===== src/rtl/clock_pkg.sv =====
// Shared types for the alarm-clock mode controller: one-hot state codes
// and the idle-counter width.
package clock_pkg;

    // One-hot state encodings; the raw 6-bit value is also the debug output.
    typedef enum logic [5:0] {
        CLOCK    = 6'b000001,
        SET_TM   = 6'b000010,
        SET_ALRM = 6'b000100,
        SW_STOP  = 6'b001000,
        SW_RUN   = 6'b010000,
        SW_LAP   = 6'b100000
    } clk_state_t;

    // Idle counter width; covers IDLE_CYC up to 65536.
    localparam int IDLE_CNT_W = 16;

endpackage


===== src/rtl/idle_timer.sv =====
// Idle timer for the set modes. Counts enabled cycles since the last
// clear and flags one cycle of timeout when the count reaches IDLE_CYC-1.
module idle_timer
    import clock_pkg::*;
#(
    parameter int IDLE_CYC = 1500
) (
    input  logic clk,
    input  logic rst,
    input  logic clr,
    input  logic en,
    output logic timeout
);

    localparam logic [IDLE_CNT_W-1:0] LAST = IDLE_CNT_W'(IDLE_CYC - 1);

    logic [IDLE_CNT_W-1:0] cnt;

    // Activity in the same cycle as the terminal count suppresses the timeout.
    assign timeout = en && !clr && (cnt == LAST);

    // Count only while enabled; restart on activity, when disabled, or after firing.
    always_ff @(posedge clk) begin
        if (rst || !en || clr || timeout)
            cnt <= '0;
        else
            cnt <= cnt + IDLE_CNT_W'(1);
    end

endmodule


===== src/rtl/clock_mode_ctrl.sv =====
// Alarm-clock mode controller: time/alarm set modes with idle timeout,
// stopwatch run/stop/lap/clear. All outputs are decoded from registers.
module clock_mode_ctrl
    import clock_pkg::*;
#(
    parameter int NUM_ALARMS = 2,
    parameter int LAP_EN     = 1,
    parameter int IDLE_CYC   = 1500,
    localparam int AW        = (NUM_ALARMS > 1) ? $clog2(NUM_ALARMS) : 1
) (
    input  logic          clk,
    input  logic          rst,
    input  logic          set_time,
    input  logic          stop_watch,
    input  logic          set_alarm,
    input  logic          strtStp,
    input  logic          lap,
    input  logic          pb_activity,
    output logic          enable_time,
    output logic          enable_sw,
    output logic          sel_sw,
    output logic          sel_alarm,
    output logic [AW-1:0] alarm_idx,
    output logic          en_time_chng,
    output logic          en_alarm_chng,
    output logic          freeze_sw_disp,
    output logic          clr_sw,
    output logic [5:0]    state
);

    localparam logic [AW-1:0] LAST_IDX = AW'(NUM_ALARMS - 1);
    localparam logic          LAP_ON   = (LAP_EN != 0);

    logic [5:0]    state_q, state_d;
    logic [AW-1:0] idx_q, idx_d;
    logic          clr_sw_q, clr_sw_d;
    logic          in_set, mode_ack, timeout;

    // A mode pulse accepted in a set mode counts as activity, so it beats
    // a coincident timeout and restarts the idle count.
    assign in_set   = (state_q == SET_TM) || (state_q == SET_ALRM);
    assign mode_ack = ((state_q == SET_TM) && set_time) ||
                      ((state_q == SET_ALRM) && set_alarm);

    idle_timer #(.IDLE_CYC(IDLE_CYC)) u_idle (
        .clk     (clk),
        .rst     (rst),
        .clr     (pb_activity | mode_ack),
        .en      (in_set),
        .timeout (timeout)
    );

    // Next-state, alarm index and clear-pulse logic.
    always_comb begin
        state_d  = state_q;
        idx_d    = idx_q;
        clr_sw_d = 1'b0;
        case (state_q)
            CLOCK: begin
                if (stop_watch)
                    state_d = SW_STOP;
                else if (set_alarm) begin
                    state_d = SET_ALRM;
                    idx_d   = '0;
                end else if (set_time)
                    state_d = SET_TM;
            end
            SET_TM: begin
                if (set_time || timeout)
                    state_d = CLOCK;
            end
            SET_ALRM: begin
                if (set_alarm) begin
                    if (idx_q == LAST_IDX) begin
                        state_d = CLOCK;
                        idx_d   = '0;
                    end else
                        idx_d = idx_q + AW'(1);
                end else if (timeout) begin
                    state_d = CLOCK;
                    idx_d   = '0;
                end
            end
            SW_STOP: begin
                if (stop_watch)
                    state_d = CLOCK;
                else if (strtStp)
                    state_d = SW_RUN;
                else if (lap && LAP_ON)
                    clr_sw_d = 1'b1;
            end
            SW_RUN: begin
                if (stop_watch)
                    state_d = CLOCK;
                else if (strtStp)
                    state_d = SW_STOP;
                else if (lap && LAP_ON)
                    state_d = SW_LAP;
            end
            SW_LAP: begin
                if (stop_watch)
                    state_d = CLOCK;
                else if (strtStp)
                    state_d = SW_STOP;
                else if (lap)
                    state_d = SW_RUN;
            end
            default: begin
                // Non-one-hot value: recover to the idle clock display.
                state_d = CLOCK;
                idx_d   = '0;
            end
        endcase
    end

    // State, alarm index and clear flop.
    always_ff @(posedge clk) begin
        if (rst) begin
            state_q  <= CLOCK;
            idx_q    <= '0;
            clr_sw_q <= 1'b0;
        end else begin
            state_q  <= state_d;
            idx_q    <= idx_d;
            clr_sw_q <= clr_sw_d;
        end
    end

    // Moore output decode.
    assign state          = state_q;
    assign enable_time    = (state_q != SET_TM);
    assign enable_sw      = (state_q == SW_RUN) || (state_q == SW_LAP);
    assign sel_sw         = (state_q == SW_STOP) || (state_q == SW_RUN) || (state_q == SW_LAP);
    assign sel_alarm      = (state_q == SET_ALRM);
    assign en_alarm_chng  = (state_q == SET_ALRM);
    assign en_time_chng   = (state_q == SET_TM);
    assign freeze_sw_disp = (state_q == SW_LAP);
    assign alarm_idx      = idx_q;
    assign clr_sw         = clr_sw_q;

endmodule


===== config.mk =====
export PLATFORM = sky130hd
export DESIGN_NAME = clock_mode_ctrl
export DESIGN_NICKNAME = d
export VERILOG_FILES = /design/src/rtl/clock_pkg.sv /design/src/rtl/idle_timer.sv /design/src/rtl/clock_mode_ctrl.sv
export SDC_FILE = /design/constraint.sdc
export NUM_CORES = 1
export LEC_CHECK = 0
export CORE_ASPECT_RATIO = 1.2
export CORE_MARGIN = 2
export CORE_UTILIZATION = 40
export CTS_CLUSTER_SIZE = 30
export DETAILED_ROUTE_END_ITERATION = 10
export GPL_TIMING_DRIVEN = 0
export SKIP_LAST_GASP = 1
export SLEW_MARGIN = 20
export SYNTH_ARGS = -nofsm -noshare
export SYNTH_HDL_FRONTEND = slang
export SYNTH_SLANG_ARGS = --single-unit
export TNS_END_PERCENT = 1

===== constraint.sdc =====
create_clock -name clk -period 5.2 [get_ports clk]
set_clock_uncertainty 0.1 [all_clocks]
set_input_delay 1.04 -clock clk [delete_from_list [all_inputs] [get_ports clk]]
set_output_delay 1.04 -clock clk [all_outputs]
set_load 0.03 [all_outputs]

Word-level counts from Yosys, hierarchy flattened
Index checks and enable logic that the tools add are counted.
{"block": "word_totals", "output_inout_bits": 15, "ff_bits": 24, "in_bits": 8}
{"block": "classes", "eq_ne": 17, "n_mux": 23, "add_sub_neg": 2, "n_reduce_logical": 19, "n_bitwise": 3}
{"op": "$mux W6", "count": 15}
{"op": "$pmux W6 S6", "count": 1}
{"op": "$add A16 B1 Y16 const B", "count": 1}
{"op": "$eq A16 B11 Y1 const B", "count": 1}
{"op": "$ne A4 B4 Y1 const B", "count": 3}
{"op": "$logic_or A1 B1 Y1", "count": 9}
{"op": "$reduce_or A4 Y1", "count": 2}
{"op": "$reduce_and A7 Y1", "count": 1}
{"op": "$eq A6 B1 Y1 const B", "count": 1}
{"op": "$eq A6 B2 Y1 const B", "count": 1}
{"op": "$eq A6 B3 Y1 const B", "count": 1}
{"op": "$eq A6 B4 Y1 const B", "count": 1}
{"op": "$eq A6 B5 Y1 const B", "count": 1}
{"op": "$eq A6 B6 Y1 const B", "count": 1}
{"op": "$mux W1", "count": 6}
{"op": "$ne A3 B2 Y1 const B", "count": 2}
{"op": "$ne A6 B2 Y1 const B", "count": 1}
{"op": "$logic_and A1 B1 Y1", "count": 4}
{"op": "$ne A2 B2 Y1 const B", "count": 2}
{"op": "$reduce_and A4 Y1", "count": 1}
{"op": "$ne A3 B3 Y1 const B", "count": 1}
{"op": "$pmux W1 S3", "count": 1}
{"op": "$logic_not A1 Y1", "count": 2}
{"op": "$ne A2 B1 Y1 const B", "count": 1}
{"op": "3 further kinds", "count": 4}

Longest topological paths before layout
Gate-level depths: netlist (run 1).
{"block": "logic_depth", "ltp_word": 10, "ltp_mapped": 7, "depth_no_buf": 6}

Modules after synthesis
A second synthesis (run 1) with hierarchy kept.
{"block": "unflattened", "hier_cells": 171, "hier_area_um2": 1367.6}
{"module": "idle_timer", "n_inst": 1, "cells_each": 88, "area_per_inst_um2": 747.0}
{"module": "clock_mode_ctrl", "n_inst": 1, "cells_each": 83, "area_per_inst_um2": 620.6}

Least setup slack after synthesis (run 1)
No wires, ideal clock.
{"block": "synth_path", "path_type": "flip-flop to output port", "startpoint": "register state_q[1] (netlist: state[1])", "endpoint": "output port freeze_sw_disp", "t_arrival_ns": 1.903, "path_stages_with_launch": 3, "setup_slack_ns": 2.157, "required_time_ns": 4.060, "path_cell_list": "dfxtp_1 -> or3_1 -> nor4b_1"}
{"block": "synth_via", "elab_chain_cells": 1}
{"element": "start, declared", "line": "clock_mode_ctrl.sv:34", "text": "logic [5:0] state_q, state_d;"}
{"element": "start signal, assigned", "line": "clock_mode_ctrl.sv:123", "text": "state_q <= state_d;"}
{"element": "$eq A6 B6 Y1", "line": "clock_mode_ctrl.sv:137", "text": "assign freeze_sw_disp = (state_q == SW_LAP);"}
{"element": "end, declared", "line": "clock_mode_ctrl.sv:26", "text": "output logic freeze_sw_disp,"}
No other way between the ends.

Final worst setup path (run 1)
{"block": "layout_path", "startpoint": "register state_q[5] (netlist: state[5])", "endpoint": "output port en_time_chng"}
{"block": "layout_via", "elab_chain_cells": 1}
{"element": "$eq A6 B2 Y1", "line": "clock_mode_ctrl.sv:136", "text": "assign en_time_chng = (state_q == SET_TM);"}
{"element": "end, declared", "line": "clock_mode_ctrl.sv:24", "text": "output logic en_time_chng,"}
No other way between the ends.

==> flow_summary_export.csv, run 1 <==
group,metric,value,unit
logic_synthesis,synth_area,0.00133,sq mm
timing,min_period_over_period,67.9,%
routing,vias_per_cell,5.61,
cells_and_area,final_cell_mix,"nor2_1 (25), dfxtp_1 (24), clkdlybuf4s50_1 (21)",
run,maxCapViolCount,0,
pwr,leakage,0.546,nW
cells_and_area,final_common_cell,"nor2_1",
worst_setup_path,start_kind,"flop",
worst_setup_path,r2r_start,"u_idle.cnt[4]$_SDFF_PP0_",
cells_and_area,synthToLayoutAreaGrowth,21.9,%
timing,setup_ws,1.67,ns
logic_synthesis,syn_nets,169,
place,preCtsSetupSlack,1.85,ns
die,rows,22,
die,fp.dieW,56.7,microns
logic_synthesis,async_flop_share,0,%
global_routing,antenna_found_initial,0,
logic_synthesis,synth-main-ff-cell,"dfxtp_1",
timing,slew_viol_final,0,
clock_tree,postCtsHoldBufs,0,
worst_setup_path,path_buf_inv,2,
cells_and_area,drive_above_1_share,8.11,%
timing,clock.fmax,283,MHz
worst_setup_path,cp.arrival,2.39,ns
routing,num_vias,1240,
worst_setup_path,crit_chain,"nor4_1, nand3b_1, inv_1, clkdlybuf4s50_1",
clock_tree,cts_buffer_depth,2,
routing,drtPass1Iterations,4,
place,place_congestion,0.805,
worst_setup_path,r2r_end,"u_idle.cnt[9]$_SDFF_PP0_",
die,die_h,67.3,microns
worst_setup_path,worst-r2r-setup-slack,2.79,ns
place,dp.cells,217,
logic_synthesis,synth_top_cell_by_area,"dfxtp_1",
worst_setup_path,crit_fanout,5,
place,dp_hpwl,2350,microns
routing,drt_iter0_drc,35,
global_routing,grt_pass1_wl,4980,microns
outcome,status,"finished, final reports clean",
die,start_util,42.9,%
clock_tree,cts_resized,0,
clock_tree,clk_pin_slew,0.13,ns
logic_synthesis,synthCells,160,
clock_tree,cts_buffers,3,
clock_tree,htreeDepth,1,
logic_synthesis,ys_top_cells_by_area,"dfxtp_1 (36%), nor2_1 (7.0%), xnor2_1 (5.3%)",
worst_setup_path,cp.depth,4,
routing,drc_errors,0,
pwr,p_per_area,221,mW/mm^2
global_routing,grt_pass1_vias,1180,
clock_tree,cts_root_buf,"clkbuf_4",
die,die_area,0.00381,sq mm
timing,relSlewSlack,59.5,%
routing,postRouteAntennaNets,0,
worst_setup_path,critPathKind,"reg -> out",
worst_setup_path,reg2reg_depth,6,
worst_setup_path,worstPathRequired,4.06,ns
global_routing,grt_max_degree,14,
die,ioPinCount,23,
place,portBuffers,21,
clock_tree,cts_tree,"built",
timing,hold_viol,0,
pwr,total_power,360,uW
logic_synthesis,ys_warn_count,0,
cells_and_area,fin_nets,195,
cells_and_area,n_antenna_cell,0,
global_routing,grt.total_usage,16.4,%
worst_setup_path,crit_slowest_cell,"clkdlybuf4s50_1",
logic_synthesis,ys_seq_area_share,36.0,%
timing,tns,0,ns
cells_and_area,instances_no_fill,221,
worst_setup_path,crit_end,"en_time_chng",
clock_tree,cts_num_sinks,24,
pwr,irDropWorstVdd,0.117,mV
worst_setup_path,max_stage_delay,0.68,ns
clock_tree,post_cts_buffers,0,
logic_synthesis,synth-edff-count,0,
routing,wl,3050,microns
timing,rsz0062_at_grt,"false",
routing,wl_per_cell,13.8,microns
worst_setup_path,cp-startpoint,"state[5]$_SDFFE_PP0P_",
min_path,hold_class,"reg -> reg",
timing,period_minus_slack,3.53,ns
logic_synthesis,synth_top_cell_area_share,36.0,%
timing,tightest_slew,0.602,ns
logic_synthesis,yosysUniqueCellTypes,38,
logic_synthesis,syn_avg_cell_area,8.34,sq um
logic_synthesis,synth_seq_cells,24,
timing,setup_violations,0,
clock_tree,insertion_delay,0.31,ns
global_routing,grt_overflow,0,
die,core_area,0.00311,sq mm
worst_setup_path,path_delay_family,"simple AND/OR/NAND/NOR gates",
worst_setup_path,endpoint_kind,"primary output",
[layout make-up]
cell class | instances | area, sq um
Fill cell | 317 | 1490
Multi-Input combinational cell | 126 | 805
Sequential cell | 24 | 480
Timing Repair Buffer | 21 | 210
Tap cell | 36 | 45.0
Clock buffer | 4 | 36.3
Buffer | 6 | 33.8
Inverter | 4 | 15.0
[worst register-to-register path, stage by stage, from the launching register on]
cell and delay (ns):
dfxtp_1 0.46, or4bb_1 0.57, nor4_1 0.37, nor2_1 0.10
nand2_1 0.20, clkbuf_1 0.39, nor2_1 0.10
[per-stage QoR]
stage / hold slack (ns) / instance area (sq um) / utilization (%)
final: 0.391 / 1630 / 52.3
after global routing: 0.426 / 1630 / 52.3
after CTS: 0.393 / 1630 / 52.3
after detailed placement: 0.367 / 1590 / 51.1
after global placement: 0.349 / 1590 / 51.1
after floorplan: 0.326 / 1330 / -
[logic make-up after synthesis]
group | after synthesis | share of synthesized area, %
xor gates and xnor gates | 16 | 10.5
adders and majority gates | 1 | 0.938
DFF | 24 | 36.0
and+or+nand+nor | 88 | 37.1
AOI/OAI and AO/OA | 21 | 11.8
buffers and inverters | 10 | 3.66
[sequential cells by signal, indices dropped and copies added (netlist names)]
name / flops
state: 6
alarm_idx: 1
clr_sw: 1
u_idle.cnt: 16
[worst min path at each step]
stage	from	end	slack, ns	cells past startpoint
after floorplan	u_idle.cnt[0]$_SDFF_PP0_	u_idle.cnt[0]$_SDFF_PP0_	0.33	1
after global placement	u_idle.cnt[0]$_SDFF_PP0_	u_idle.cnt[0]$_SDFF_PP0_	0.35	1
after detailed placement	u_idle.cnt[0]$_SDFF_PP0_	u_idle.cnt[0]$_SDFF_PP0_	0.37	1
after CTS	u_idle.cnt[0]$_SDFF_PP0_	u_idle.cnt[0]$_SDFF_PP0_	0.39	1
after global routing	u_idle.cnt[0]$_SDFF_PP0_	u_idle.cnt[0]$_SDFF_PP0_	0.43	1
final	u_idle.cnt[0]$_SDFF_PP0_	u_idle.cnt[0]$_SDFF_PP0_	0.39	1
[Yosys cell counts, drive strengths merged, types with 2 or more instances]
master / instances
a21oi: 4
and3: 3
buf: 3
clkbuf: 3
dfxtp: 24
inv: 4
nand2: 11
nand3: 8
nand3b: 2
nand4: 5
nor2: 25
nor2b: 2
nor3: 7
nor3b: 6
nor4: 6
nor4b: 3
o211ai: 3
o21ai: 7
o21ba: 2
or3: 2
or4: 3
xnor2: 8
xor2: 8
[layer usage]
metal / routed length [microns] / track usage (%) / up-vias
met5: 0 / 0 / -
met2: 1610 / 31.8 / 22
li1: - / - / 624
met1: 1310 / 17.7 / 592
met4: 23 / 7.44 / 0
met3: 103 / 1.92 / 2
[power breakdown]
part	switching [mW]	internal [mW]
clock network	0.0537	0.0427
registers	0.00556	0.188
logic	0.0422	0.0276
total	0.101	0.258
No activity file was read; power rests on OpenSTA's default activity.
==> run 2, diff against run 1 <==
- clock period: 5.2 -> 3.35 ns (I/O delays scaled with it)
==> results of run 2 <==
The final DEF is identical to that of run 1. Status: finished, final reports clean.
Main changes from that run: setup slack after placement 1.85 ns -> 0.367 ns; setup slack after layout 1.67 ns -> 0.190 ns; register-to-register setup slack 2.79 ns -> 0.94 ns; total power 0.360 mW -> 0.558 mW; worst IR drop on VDD 0.117 mV -> 0.181 mV
